## src/rtl/ahb_cmd_arbiter.sv

```systemverilog
// Round-robin arbiter and burst sequencer feeding the AHB-Lite master's user-command port.
// Holds the grant for a whole burst and generates per-beat HTRANS and INCR/WRAP addresses.
module ahb_cmd_arbiter #(
  parameter int NUM_REQ    = 4,
  parameter int DATA_WIDTH = 32
) (
  input  logic                          HCLK,
  input  logic                          HRESET,
  input  logic [NUM_REQ-1:0]            req,
  input  logic [NUM_REQ*32-1:0]         req_addr,
  input  logic [NUM_REQ*DATA_WIDTH-1:0] req_wdata,
  input  logic [NUM_REQ*3-1:0]          req_hsize,
  input  logic [NUM_REQ*3-1:0]          req_hburst,
  input  logic [NUM_REQ-1:0]            req_hwrite,
  input  logic [NUM_REQ*2-1:0]          req_hselx,
  input  logic                          hready,
  input  logic                          hresp,
  output logic                          enable,
  output logic [31:0]                   addr,
  output logic [DATA_WIDTH-1:0]         w_data,
  output logic [1:0]                    htrans,
  output logic [2:0]                    hsize,
  output logic                          hwrite,
  output logic [2:0]                    hburst,
  output logic [1:0]                    hselx,
  output logic [NUM_REQ-1:0]            gnt,
  output logic [NUM_REQ-1:0]            beat_ack,
  output logic [NUM_REQ-1:0]            done,
  output logic [NUM_REQ-1:0]            err
);

  localparam int         IDXW      = (NUM_REQ > 1) ? $clog2(NUM_REQ) : 1;
  localparam logic [2:0] MAX_SIZE  = 3'($clog2(DATA_WIDTH / 8));
  localparam logic [1:0] TR_IDLE   = 2'd0;
  localparam logic [1:0] TR_NONSEQ = 2'd2;
  localparam logic [1:0] TR_SEQ    = 2'd3;
  localparam logic [2:0] HB_INCR   = 3'd1;

  typedef enum logic {S_IDLE, S_BUSY} state_t;

  state_t                state_q, state_d;
  logic [IDXW-1:0]       last_q, last_d;
  logic [IDXW-1:0]       gidx_q, gidx_d;
  logic [NUM_REQ-1:0]    gnt_q, gnt_d;
  logic                  enable_q, enable_d;
  logic [31:0]           addr_q, addr_d;
  logic [1:0]            htrans_q, htrans_d;
  logic [2:0]            hsize_q, hsize_d;
  logic                  hwrite_q, hwrite_d;
  logic [2:0]            hburst_q, hburst_d;
  logic [1:0]            hselx_q, hselx_d;
  logic [4:0]            cnt_q, cnt_d;
  logic [NUM_REQ-1:0]    done_q, done_d;
  logic [NUM_REQ-1:0]    err_q, err_d;

  function automatic logic [4:0] burst_len(input logic [2:0] hb);
    case (hb)
      3'd2, 3'd3: burst_len = 5'd4;
      3'd4, 3'd5: burst_len = 5'd8;
      3'd6, 3'd7: burst_len = 5'd16;
      default:    burst_len = 5'd1;
    endcase
  endfunction

  // Round-robin scan: the requester after the last one granted (or rejected) has priority.
  logic            win_found;
  logic [IDXW-1:0] win_idx;
  logic [IDXW-1:0] scan_idx;

  always_comb begin
    win_found = 1'b0;
    win_idx   = '0;
    scan_idx  = '0;
    for (int k = 1; k <= NUM_REQ; k++) begin
      scan_idx = IDXW'((int'(last_q) + k) % NUM_REQ);
      if (!win_found && req[scan_idx]) begin
        win_found = 1'b1;
        win_idx   = scan_idx;
      end
    end
  end

  logic [31:0] win_addr;
  logic [2:0]  win_hsize;
  logic [2:0]  win_hburst;
  logic [1:0]  win_hselx;

  assign win_addr   = req_addr[32*win_idx +: 32];
  assign win_hsize  = req_hsize[3*win_idx +: 3];
  assign win_hburst = req_hburst[3*win_idx +: 3];
  assign win_hselx  = req_hselx[2*win_idx +: 2];

  logic [31:0] inc;
  logic [31:0] sum;
  logic [31:0] wrap_mask;
  logic [31:0] next_addr;
  logic        is_wrap;
  logic        cross_1k;
  logic        last_beat;

  assign inc       = 32'd1 << hsize_q;
  assign sum       = addr_q + inc;
  assign is_wrap   = (hburst_q != 3'd0) && !hburst_q[0];
  assign wrap_mask = (32'(burst_len(hburst_q)) << hsize_q) - 32'd1;
  assign next_addr = is_wrap ? ((addr_q & ~wrap_mask) | (sum & wrap_mask)) : sum;
  // Wrapping bursts stay inside their aligned block, so only incrementing ones can cross 1 KB.
  assign cross_1k  = !is_wrap && (next_addr[31:10] != addr_q[31:10]);
  assign last_beat = (hburst_q == HB_INCR) ? !req[gidx_q] : (cnt_q == 5'd1);

  always_comb begin
    state_d  = state_q;
    last_d   = last_q;
    gidx_d   = gidx_q;
    gnt_d    = gnt_q;
    enable_d = enable_q;
    addr_d   = addr_q;
    htrans_d = htrans_q;
    hsize_d  = hsize_q;
    hwrite_d = hwrite_q;
    hburst_d = hburst_q;
    hselx_d  = hselx_q;
    cnt_d    = cnt_q;
    done_d   = '0;
    err_d    = '0;

    case (state_q)
      S_IDLE: begin
        if (win_found) begin
          last_d = win_idx;
          if (win_hsize > MAX_SIZE) begin
            err_d[win_idx] = 1'b1;
          end else begin
            state_d  = S_BUSY;
            gidx_d   = win_idx;
            gnt_d    = NUM_REQ'(1) << win_idx;
            enable_d = 1'b1;
            htrans_d = TR_NONSEQ;
            addr_d   = win_addr;
            hsize_d  = win_hsize;
            hburst_d = win_hburst;
            hwrite_d = req_hwrite[win_idx];
            hselx_d  = win_hselx;
            cnt_d    = burst_len(win_hburst);
          end
        end
      end

      S_BUSY: begin
        if (hready) begin
          if (hresp || last_beat) begin
            state_d  = S_IDLE;
            gnt_d    = '0;
            enable_d = 1'b0;
            htrans_d = TR_IDLE;
            if (hresp) begin
              err_d = gnt_q;
            end else begin
              done_d = gnt_q;
            end
          end else begin
            addr_d   = next_addr;
            htrans_d = cross_1k ? TR_NONSEQ : TR_SEQ;
            if (hburst_q != HB_INCR) begin
              cnt_d = cnt_q - 5'd1;
            end
          end
        end
      end

      default: state_d = S_IDLE;
    endcase
  end

  always_ff @(posedge HCLK or posedge HRESET) begin
    if (HRESET) begin
      state_q  <= S_IDLE;
      last_q   <= IDXW'(NUM_REQ - 1);
      gidx_q   <= '0;
      gnt_q    <= '0;
      enable_q <= 1'b0;
      addr_q   <= '0;
      htrans_q <= TR_IDLE;
      hsize_q  <= '0;
      hwrite_q <= 1'b0;
      hburst_q <= '0;
      hselx_q  <= '0;
      cnt_q    <= '0;
      done_q   <= '0;
      err_q    <= '0;
    end else begin
      state_q  <= state_d;
      last_q   <= last_d;
      gidx_q   <= gidx_d;
      gnt_q    <= gnt_d;
      enable_q <= enable_d;
      addr_q   <= addr_d;
      htrans_q <= htrans_d;
      hsize_q  <= hsize_d;
      hwrite_q <= hwrite_d;
      hburst_q <= hburst_d;
      hselx_q  <= hselx_d;
      cnt_q    <= cnt_d;
      done_q   <= done_d;
      err_q    <= err_d;
    end
  end

  assign enable   = enable_q;
  assign addr     = addr_q;
  assign htrans   = htrans_q;
  assign hsize    = hsize_q;
  assign hwrite   = hwrite_q;
  assign hburst   = hburst_q;
  assign hselx    = hselx_q;
  assign gnt      = gnt_q;
  assign done     = done_q;
  assign err      = err_q;
  assign beat_ack = ((state_q == S_BUSY) && hready) ? gnt_q : '0;
  assign w_data   = (state_q == S_BUSY) ? req_wdata[DATA_WIDTH*gidx_q +: DATA_WIDTH] : '0;

endmodule

```

## config.mk

```make
export PLATFORM = sky130hd
export DESIGN_NAME = ahb_cmd_arbiter
export DESIGN_NICKNAME = d
export VERILOG_FILES = /design/src/rtl/ahb_cmd_arbiter.sv
export SDC_FILE = /design/constraint.sdc
export NUM_CORES = 1
export LEC_CHECK = 0
export ABC_AREA = 1
export BUFFER_PORTS_ARGS = -buffer_cell sky130_fd_sc_hd__buf_4
export CAP_MARGIN = 20
export CORE_AREA = 10 10 145 147
export DETAILED_ROUTE_END_ITERATION = 8
export DIE_AREA = 0 0 155 157
export PLACE_DENSITY = 0.71
export SYNTH_ARGS = -nofsm -noshare
export SYNTH_HDL_FRONTEND = slang
export SYNTH_SLANG_ARGS = --single-unit
```

## constraint.sdc

```tcl
create_clock -name HCLK -period 3.15 [get_ports HCLK]
set_input_delay 0.315 -clock HCLK [delete_from_list [all_inputs] [get_ports HCLK]]
set_output_delay 0.315 -clock HCLK [all_outputs]
set_load 0.05 [all_outputs]
```

[After elaboration in Yosys (flattened, before gate mapping)]
Index checks and enable logic that the tools add are counted.
Storage, ports and cells
  input bits: 300
  bits in registers: 66
  word-level logic and storage cells: 163
  output and inout bits: 92
Operators by class
  reduce and logical (&&, ||, !) cells: 27
  shift-type cells: 8
  add/subtract/negate cells: 7
  magnitude comparators: 8
  equal/unequal tests: 22
  multiply operators: 1
  muxes and demuxes: 70
  bitwise logic cells: 6
Operators with widths (number)
  $shiftx A128 B8 Y32: 2
  $mux W32: 6
  $and A32 B32 Y32: 2
  $pmux W32 S2: 1
  $mux W4: 14
  $add A32 B32 Y32: 1
  $not A32 Y32: 1
  $or A32 B32 Y32: 1
  $shl A1 B3 Y32 const A: 1
  $shl A5 B3 Y32: 1
  $sub A32 B1 Y32 const B: 1
  $pmux W5 S3: 2
  $mux W5: 5
  $eq A3 B3 Y1 const B: 8
  $shiftx A12 B5 Y3: 2
  $ne A22 B22 Y1: 1
  $mux W1: 21
  $lt A2 B3 Y1 const B: 6
  $mux W2: 8
  $pmux W4 S2: 2
  $bmux W1 S2: 6
  $eq A3 B2 Y1 const B: 4
  $reduce_or A2 Y1: 6
  $pmux W5 S2: 1
  other kinds (25): 46

[Depth between registers and ports, before layout]
Gate-level depths: netlist (run 1).
  depth after elaboration: 21
  depth in mapped cells: 22
  gate-level depth less buffers: 20

[Worst setup path before layout (run 1)]
OpenSTA, ideal clock, no wires.
  kind: register to register
  start point: register hsize_q[1] (netlist: hsize[1])
  end point: register addr_q[26] (netlist: addr[26])
  data required time: 3.032 ns
  path slack: 0.023 ns
  path buffers: 1
  cell stages (with the launch flop): 19
  clock period less this slack: 3.127 ns
  arrival: 3.009 ns
  cell sequence: dfrtp_1 clkbuf_1 nor2_1 inv_1 nor2_1 ha_1 inv_1 fa_1 nand3b_1 nand2_1 nand3b_1 nand2_1 nand3_1 nor2_1 nand4_1 a21oi_1 o21ai_0 nand4_1 nand2_1
On the way
  longest elaborated chain between the ends: 9
RTL lines
  start: declaration: RTL line 48  | logic [2:0] hsize_q, hsize_d;
  start signal: assignment: RTL line 198  | hsize_q <= hsize_d;
  $shl A5 B3 Y32: RTL line 104  | assign wrap_mask = (32'(burst_len(hburst_q)) << hsize_q) - 32'd1;
  $sub A32 B1 Y32: RTL line 104
  $not A32 Y32: RTL line 105  | assign next_addr = is_wrap ? ((addr_q & ~wrap_mask) | (sum & wrap_mask)) : sum;
  $and A32 B32 Y32: RTL line 105
  $or A32 B32 Y32: RTL line 105
  $mux W32 *: RTL line 105
  $mux W32 *: RTL line 150  | if (hresp || last_beat) begin
  $mux W32 *: RTL line 149  | if (hready) begin
  $pmux W32 S2 *: RTL line 126  | case (state_q)
  end signal: assignment: RTL line 196  | addr_q <= addr_d;
  end: declaration: RTL line 46  | logic [31:0] addr_q, addr_d;
Mark *: on every way between the ends. The rest lies on a longest branch, timed or not. The select of a mux whose other input is x is not followed.
A chain may end at the register's enable or synchronous reset.

[Final worst setup path (run 1)]
  start point: register hsize_q[1] (netlist: hsize[1])
  end point: register addr_q[30] (netlist: addr[30])
Same word-level chain as after synthesis.

==> impl_metrics.toml, run 1 <==
[run_status]
status = "finished clean"

[final_layout]
antenna_cells = 0
multi_input_area_um2 = 4900
seq_area_um2 = 1660
nNetsFinal = 1950
nFillCells = 1893
drive_gt1_frac = 0.290
fin_util = 0.580
syn_to_final_growth_pct = 50.3

[worst_setup_path]
worstPathCellList = "nor2_1 -> inv_1 -> nor2_2 -> ha_1 -> inv_1 -> fa_1 -> nand3b_1 -> nand2_1 -> nand3b_1 -> nand2_1 -> nand3_1 -> nor3_2 -> buf_4 -> nand3_1 -> and3_1 -> a21oi_1 -> o21ai_1"
cp-end-kind = "flop"
worst_ep_required_time_ps = 3390
path_class = "reg -> reg"
cp-start-kind = "flop"
path_buf_inv = 3
worstPathMaxFanout = 5
cp_slowest_cell = "dfrtp_1"
critPathTopFamily = "simple AND/OR/NAND/NOR gates"
rr_worst_depth = 17
path_depth = 17
crit_arrival_ps = 3170
slowest_delay_ps = 430

[clock_network]
cts_buffers = 9
clock_path_buffers = 2
cts.clk_slew.worst_paths_ps = 60
htreeDepth = 3
clk_latency_ps = 350
clkSinkCount = 66
cts_hold_buf = 0
cts_tree = "done"
cts_root_buffer = "clkbuf_16"
post-cts-setup-buffers = 0

[global_route]
antenna_found_initial = 0
grtUsageTotal = 0.285
grt_overflow = 0
grt_max_degree = 80
grt_pass1_vias = 9570
grt_pass1_wl_um = 54400

[synthesis]
synth-xor-area-share = 0.0198
ys_ff_latch = 66
synth_nets = 1579
synth_top_cell_by_area = "nand2_1"
synth_top_family_by_area = "simple AND/OR/NAND/NOR gates"
syn-mean-instance-area_um2 = 5.59
syn-instance-count = 1266
netlist_area_um2 = 7080
synth_compound_area_frac = 0.136
synth_simple_gate_area_frac = 0.509
async_flop_share = 1.00
yosys.area_share.adder = 0.0240
synth-edff-count = 0
synth_most_common_cell = "nand2_1"
synth_cell_types = 39
ys.flop_type = "dfrtp_1"
synth.top_cell.area_share = 0.256
synthTopCellsByArea = "nand2_1 (26%), dfrtp_1 (23%), nor2_1 (9.8%), o21ai_0 (7.3%), nand3_1 (7.2%)"
yosys-top-cells-count = "nand2_1 (483), nor2_1 (184), o21ai_0 (103)"
synthMuxAreaShare = 0
ys_seq_area_frac = 0.234
yosysWarnings = 0

[detailed_routing]
drc = 0
wl_um = 36700
vias_per_cell = 5.33
vias = 9995
wl_per_cell_um = 19.6
antenna_left = 0
dr.pass1.iters = 5
drtIter0Drc = 802

[placement]
place.gp.congestion = 0.945
port_buffers = 391
dp_hpwl_um = 29800

[power_and_ir_drop]
peakVddDrop_mv = 0.691
p_per_area_nw_per_um2 = 1310
p_leak_nw = 5.57

[sta]
max_freq_mhz = 341
drv_slew = 0
finalCritPeriodShare = 0.931
slew_headroom = 0.385
rsz0062_at_grt = "no"
skew_ps = 6.72
tns_ps = 0
hold_viol = 0
tightest_slew_ps = 922
setup_viol = 0
finalCriticalPeriod_ps = 2930

[die]
die_w_um = 155
ios = 392
core_area_um2 = 18300
die_y_um = 157
die_area_um2 = 24300
start_util = 0.386
row_count = 50

[hold_path]
hold_path_class = "in -> async"

[flow_run]
max-cap-violations = 0
per-stage QoR:
| stage | std cells | area, um^2 | hold WS, ps | power, W | worst slack [ps] |
|---|---|---|---|---|---|
| after detailed placement | 1860 | 10300 | 468 | 0.0128 | 144 |
| after global routing | 1876 | 10600 | 241 | 0.0151 | 20.0 |
| after floorplan | 1266 | 7080 | 432 | 0.00928 | 22.7 |
| final | 1876 | 10600 | 182 | 0.0139 | 217 |
| after CTS | 1876 | 10600 | 205 | 0.0139 | 141 |
| after global placement | 1860 | 10300 | 458 | 0.0127 | 218 |
per-layer routing:
metal / track usage / up-vias / wire (um)
met3: 0.0961 / 67 / 3640
met1: 0.308 / 4538 / 13700
met4: 0.103 / 0 / 1320
met5: 0 / - / 0
met2: 0.504 / 515 / 18000
li1: - / 4875 / -
logic make-up after synthesis:
| kind of cell | count (synthesis) |
|---|---|
| buf+inv | 126 |
| simple gates | 857 |
| compound gates | 188 |
| fa+ha+maj | 13 |
| flops | 66 |
| xor+xnor | 16 |
worst register-to-register path, stage by stage (launching register included):
cell and delay (ps):
dfrtp_1 430, nor2_1 150, inv_1 80, nor2_2 120, ha_1 180, inv_1 50
fa_1 390, nand3b_1 200, nand2_1 150, nand3b_1 100, nand2_1 160, nand3_1 130
nor3_2 140, buf_4 150, nand3_1 50, and3_1 160, a21oi_1 110, o21ai_1 80
power by group:
part | leakage [nW] | switching, W | internal, W
clock | 0.142 | 0.000406 | 0.000632
combinational | 4.58 | 0.00784 | 0.00342
sequential | 0.850 | 0.000431 | 0.00121
total | 5.57 | 0.00868 | 0.00526
path summary, 6_finish.rpt:
| check | start | end | slack [ps] |
|---|---|---|---|
| hold reg to reg | cnt_q[4]$_DFFE_PP0P_ | cnt_q[4]$_DFFE_PP0P_ | 490 |
| setup reg to reg | hsize[1]$_DFFE_PP0P_ | addr[30]$_DFFE_PP0P_ | 220 |
| max in group asynchronous | HRESET | addr[23]$_DFFE_PP0P_ | 2200 |
| min in group HCLK | hresp | err[3]$_DFF_PP0_ | 240 |
| setup / recovery | hsize[1]$_DFFE_PP0P_ | addr[30]$_DFFE_PP0P_ | 220 |
| hold / removal | HRESET | done[1]$_DFF_PP0_ | 180 |
area by class of cell:
class	count	area share
Clock buffer	11	0.0228
Clock inverter	5	0.00517
Inverter	61	0.0223
Multi-Input combinational cell	1074	0.461
Sequential cell	66	0.156
Tap cell	234	0.0275
Timing Repair Buffer	425	0.306
cell usage in the layout, fill, tap and decap left out, types with 18 or more instances in the layout:
master   count
a21oi_1     59
buf_4      420
dfrtp_1     62
inv_1       51
nand2_1    483
nand3_1    102
nand4_1     46
nor2_1     181
o21ai_0    103
o21ai_1     18
repair_timing:
action / in CTS / in global routing
hold endpoints to repair: 0 / 0
resized for setup: 0 / 8
endpoints found under the setup margin: 0 / 17
(Power assumes the default switching activity.)
==> run 2, diff against run 1 <==
CTS_BUF_LIST = sky130_fd_sc_hd__clkbuf_8   (was unset)
GPL_TIMING_DRIVEN = 0   (was unset)
clock period = 3.75 ns   (was 3.15 ns; I/O delays follow)
==> run 2 against run 1 <==
Compared with the run above:
- clock power shrank 39%
- clock skew rose by 19 ps
- combinational power down 12%
- sequential share of layout area rose by 0.18 points
- critical path type unchanged
==> impl_metrics.toml, run 2 (synthesized netlist as in run 1, its figures left out) <==
[detailed_routing]
antenna_left = 0
dr.pass1.iters = 5
drtIter0Drc = 962
vias_per_cell = 5.35
drc = 0
wl_per_cell_um = 20.9
wl_um = 39800
vias = 10200

[worst_setup_path]
cp-end-kind = "flop"
path_class = "reg -> reg"
worstPathCellList = "clkbuf_1 -> nor2_1 -> inv_1 -> nor2_1 -> ha_1 -> inv_1 -> fa_1 -> nand3b_1 -> nand2_1 -> nand3b_1 -> nand2_1 -> nand3_1 -> nor3_1 -> nand3_1 -> and3_1 -> a21oi_1 -> o21ai_1"
startpoint = "hsize[1]$_DFFE_PP0P_"
r2r_start = "hsize[1]$_DFFE_PP0P_"
rr_worst_depth = 17
cp_slowest_cell = "nor3_1"
cp-start-kind = "flop"
worstPathMaxFanout = 9
path_depth = 17
r2r_end = "addr[30]$_DFFE_PP0P_"
critPathTopFamily = "simple AND/OR/NAND/NOR gates"
r2r_setup_slack_ps = 290
path_buf_inv = 3
slowest_delay_ps = 430
cp-endpoint = "addr[30]$_DFFE_PP0P_"
crit_arrival_ps = 3720
worst_ep_required_time_ps = 4010

[clock_network]
cts_root_buffer = "clkbuf_8"
post-cts-setup-buffers = 0
clkSinkCount = 66
clock_path_buffers = 2
cts_resized = 0
cts.clk_slew.worst_paths_ps = 100
htreeDepth = 3
clk_latency_ps = 390
cts_buffers = 9
cts_hold_buf = 0
cts_tree = "done"

[final_layout]
drive_gt1_frac = 0.274
final_cell_mix = "nand2_1 (483), buf_4 (401), nor2_1 (184), o21ai_0 (103), nand3_1 (102)"
fin_cells = 1906
nNetsFinal = 1981
syn_to_final_growth_pct = 48.3
design_area_um2 = 10500
antenna_cells = 0
layout_commonest_cell = "nand2_1"

[sta]
hold_viol = 0
finalCriticalPeriod_ps = 3460
rsz0062_at_grt = "no"
tightest_slew_ps = 854
setup_viol = 0
slew_headroom = 0.431
max_freq_mhz = 289
tns_ps = 0
skew_ps = 25.7
finalCritPeriodShare = 0.924
setup_ws_ps = 287
drv_slew = 0

[global_route]
grt_pass1_vias = 9730
grt_overflow = 0
grtUsageTotal = 0.311
grt_pass1_wl_um = 58500
antenna_found_initial = 0
grt_max_degree = 67

[die]
ios = 392
start_util = 0.386
row_count = 50
die_y_um = 157
core_area_um2 = 18300
die_w_um = 155
die_area_um2 = 24300

[hold_path]
hold_path_class = "in -> async"

[placement]
dp_cells = 1891
place.gp.congestion = 0.993
dp_hpwl_um = 32800
port_buffers = 391
placed_area_um2 = 10300
pre_cts_slack_ps = 341

[power_and_ir_drop]
total_power_w = 0.0119
p_per_area_nw_per_um2 = 1140
peakVddDrop_mv = 0.643
p_leak_nw = 5.50

[flow_run]
max-cap-violations = 0

[run_status]
status = "finished clean"
-- run 2: changes by cell type in the layout (fill, tap and decap cells not counted), sizes merged --
| cell | delta |
|---|---|
| clkbuf | +35 |
| buf | -5 |
| clkinv | +2 |
| clkinvlp | -1 |
| inv | -1 |
-- run 2: worst min path at each step --
| stage | slack [ps] | end | cells past startpoint | start |
|---|---|---|---|---|
| after floorplan | 440 | cnt_q[4]$_DFFE_PP0P_ | 2 | cnt_q[4]$_DFFE_PP0P_ |
| after global placement | 460 | cnt_q[4]$_DFFE_PP0P_ | 2 | cnt_q[4]$_DFFE_PP0P_ |
| after detailed placement | 470 | enable$_DFFE_PP0P_ | 2 | enable$_DFFE_PP0P_ |
| after CTS | 200 | done[2]$_DFF_PP0_ | 2 | HRESET |
| after global routing | 230 | done[2]$_DFF_PP0_ | 2 | HRESET |
| final | 160 | async pin | 2 | HRESET |
-- run 2: power by group --
group / internal, W / switching [W]
combinational: 0.00284 / 0.00712
sequential: 0.00101 / 0.000340
clock: 0.000319 / 0.000315
total: 0.00417 / 0.00777
-- run 2: cell type report --
cell class	instances	area [um^2]
inverters	61	236
clock buffers	10	138
flip-flops and latches	66	1650
plain buffers	65	317
multi-input cells	1074	4880
repair buffers	391	2940
well taps	234	293
fillers	2000	7830
clock inverters	5	55.1
-- run 2: through the flow --
step,hold WS (ps),utilization
6_report,162,0.573
5_1_grt,232,0.573
3_5_place_dp,471,0.563
3_3_place_gp,457,0.562
2_1_floorplan,442,-
4_1_cts,198,0.573
-- run 2: worst register-to-register path, stage by stage, from the launching register on --
cell      delay [ps]
dfrtp_1          380
clkbuf_1         190
nor2_1           160
inv_1             70
nor2_1           160
ha_1             200
inv_1             60
fa_1             400
nand3b_1         240
nand2_1          160
nand3b_1         100
nand2_1          150
nand3_1          110
nor3_1           430
nand3_1          140
and3_1           210
a21oi_1          120
o21ai_1           90
-- run 2: metal layers --
metal  vias to the layer above  global-route usage  wire, um
li1                       4929                   -         -
met1                      4698               0.356     15400
met2                       507               0.536     19200
met3                        66              0.0879      3700
met4                         0               0.119      1470
met5                         -                   0         0
==> run 3, diff against run 2 <==
==> constraint.sdc (replaced) <==
create_clock -name HCLK -period 3.75 [get_ports HCLK]
set_input_delay 0 -clock HCLK [delete_from_list [all_inputs] [get_ports HCLK]]
set_output_delay 0 -clock HCLK [all_outputs]
set_load 0.05 [all_outputs]
==> run 3 against run 2 <==
Compared with the run above:
- utilization up 0.60 points
- design area increased by 1.0%
- highest routed layer unchanged
- largest cell class unchanged
- global-route usage up 0.14 points
- fmax fell by 0.60%
- die area is the same
- power increased by 1.0%
- critical path type unchanged
==> impl_metrics.toml, run 3 (synthesized netlist as in run 1, its figures left out) <==
[clock_network]
cts_tree = "done"
cts.clk_slew.worst_paths_ps = 70
post-cts-setup-buffers = 0
cts_root_buffer = "clkbuf_8"
htreeDepth = 3
clock_path_buffers = 2
clk_latency_ps = 400
cts_buffers = 9
clkSinkCount = 66
cts_resized = 0
cts_hold_buf = 11

[hold_path]
hold_start = "req_addr[62]"
hold_path_class = "in -> reg"

[sta]
slew_headroom = 0.427
finalCritPeriodShare = 0.929
skew_ps = 24.7
setup_viol = 0
rsz0062_at_grt = "no"
fin_hold_ws_ps = 38.2
max_freq_mhz = 287
hold_viol = 0
finalCriticalPeriod_ps = 3480
tightest_slew_ps = 859
tns_ps = 0
drv_slew = 0

[worst_setup_path]
cp_slowest_cell = "nor3_1"
crit_arrival_ps = 3750
cp-start-kind = "flop"
r2r_start = "hsize[1]$_DFFE_PP0P_"
critPathTopFamily = "simple AND/OR/NAND/NOR gates"
worst_ep_required_time_ps = 4010
path_class = "reg -> reg"
cp-end-kind = "flop"
path_buf_inv = 3
worstPathMaxFanout = 9
slowest_delay_ps = 430
startpoint = "hsize[1]$_DFFE_PP0P_"
worstPathCellList = "clkbuf_1 -> nor2_1 -> inv_1 -> nor2_1 -> ha_1 -> inv_1 -> fa_1 -> nand3b_1 -> nand2_1 -> nand3b_1 -> nand2_1 -> nand3_1 -> nor3_1 -> nand3_1 -> and3_1 -> a21oi_1 -> o21ai_1"

[global_route]
grt_pass1_vias = 9797
grt_max_degree = 67
grt_overflow = 0
grt_pass1_wl_um = 58800
antenna_found_initial = 0
grtUsageTotal = 0.312

[die]
die_y_um = 157
die_w_um = 155
core_area_um2 = 18300
start_util = 0.386
die_area_um2 = 24300
row_count = 50
ios = 392

[run_status]
status = "finished clean"

[final_layout]
multi_input_area_um2 = 4880
drive_gt1_frac = 0.272
final_cell_mix = "nand2_1 (483), buf_4 (401), nor2_1 (184), o21ai_0 (103), nand3_1 (102)"
seq_area_um2 = 1650
layout_commonest_cell = "nand2_1"
syn_to_final_growth_pct = 49.9
antenna_cells = 0
nFillCells = 1989
nNetsFinal = 1992

[detailed_routing]
dr.pass1.iters = 7
wl_um = 40000
antenna_left = 0
drc = 0
drtIter0Drc = 914
vias_per_cell = 5.40
wl_per_cell_um = 20.8
vias = 10400

[placement]
dp_hpwl_um = 32800
place.gp.congestion = 0.993
port_buffers = 391

[power_and_ir_drop]
p_per_area_nw_per_um2 = 1140
peakVddDrop_mv = 0.643
p_leak_nw = 5.54

[flow_run]
max-cap-violations = 0
## run 3: report_power, final
group          internal [W]  total (W)  switching [W]
logic               0.00293     0.0101        0.00714
registers           0.00101    0.00135       0.000337
clock network      0.000319   0.000639       0.000320
## run 3: worst paths after layout
kind | endpoint | slack, ps | depth (start not counted)
max in group asynchronous | addr[28]$_DFFE_PP0P_ | 2820 | 3
min in group asynchronous | async pin | 350 | 3
hold reg to reg | enable$_DFFE_PP0P_ | 480 | 2
setup / recovery | addr[30]$_DFFE_PP0P_ | 270 | 17
setup reg to reg | addr[30]$_DFFE_PP0P_ | 270 | 17
hold / removal | addr[30]$_DFFE_PP0P_ | 40 | 5
## run 3: worst register-to-register path: cells and delay by family (launching register included)
kind                     cells  cell delay [ps]
AO/OA/AOI/OAI                2              210
AND/OR/NAND/NOR             10             1890
adder cells (fa/ha/maj)      2              610
buffers and inverters        3              330
flip-flops                   1              380
## run 3: layout make-up
| cell class | count | area share |
|---|---|---|
| buffer | 65 | 0.0298 |
| sequential | 66 | 0.156 |
| inverter | 61 | 0.0223 |
| multi-input combinational | 1074 | 0.459 |
| timing repair buffer | 402 | 0.287 |
| clock buffer | 10 | 0.0130 |
| tap | 234 | 0.0276 |
| clock inverter | 5 | 0.00519 |
## run 3: layer usage
| metal | part of all wire | track usage | up-vias |
|---|---|---|---|
| li1 | - | - | 4953 |
| met1 | 0.39 | 0.362 | 4725 |
| met2 | 0.48 | 0.537 | 589 |
| met3 | 0.096 | 0.0827 | 85 |
| met4 | 0.038 | 0.120 | 0 |
| met5 | 0 | 0 | - |
## run 3: per-stage QoR
step | util | std cells | instance area, um^2 | total power (W) | worst slack [ps]
after floorplan | - | 1266 | 7080 | 0.00779 | 623
after global placement | 0.562 | 1891 | 10300 | 0.0112 | 374
after detailed placement | 0.563 | 1891 | 10300 | 0.0112 | 341
after CTS | 0.579 | 1917 | 10600 | 0.0120 | 327
after global routing | 0.579 | 1917 | 10600 | 0.0129 | 23.0
final | 0.579 | 1917 | 10600 | 0.0121 | 266
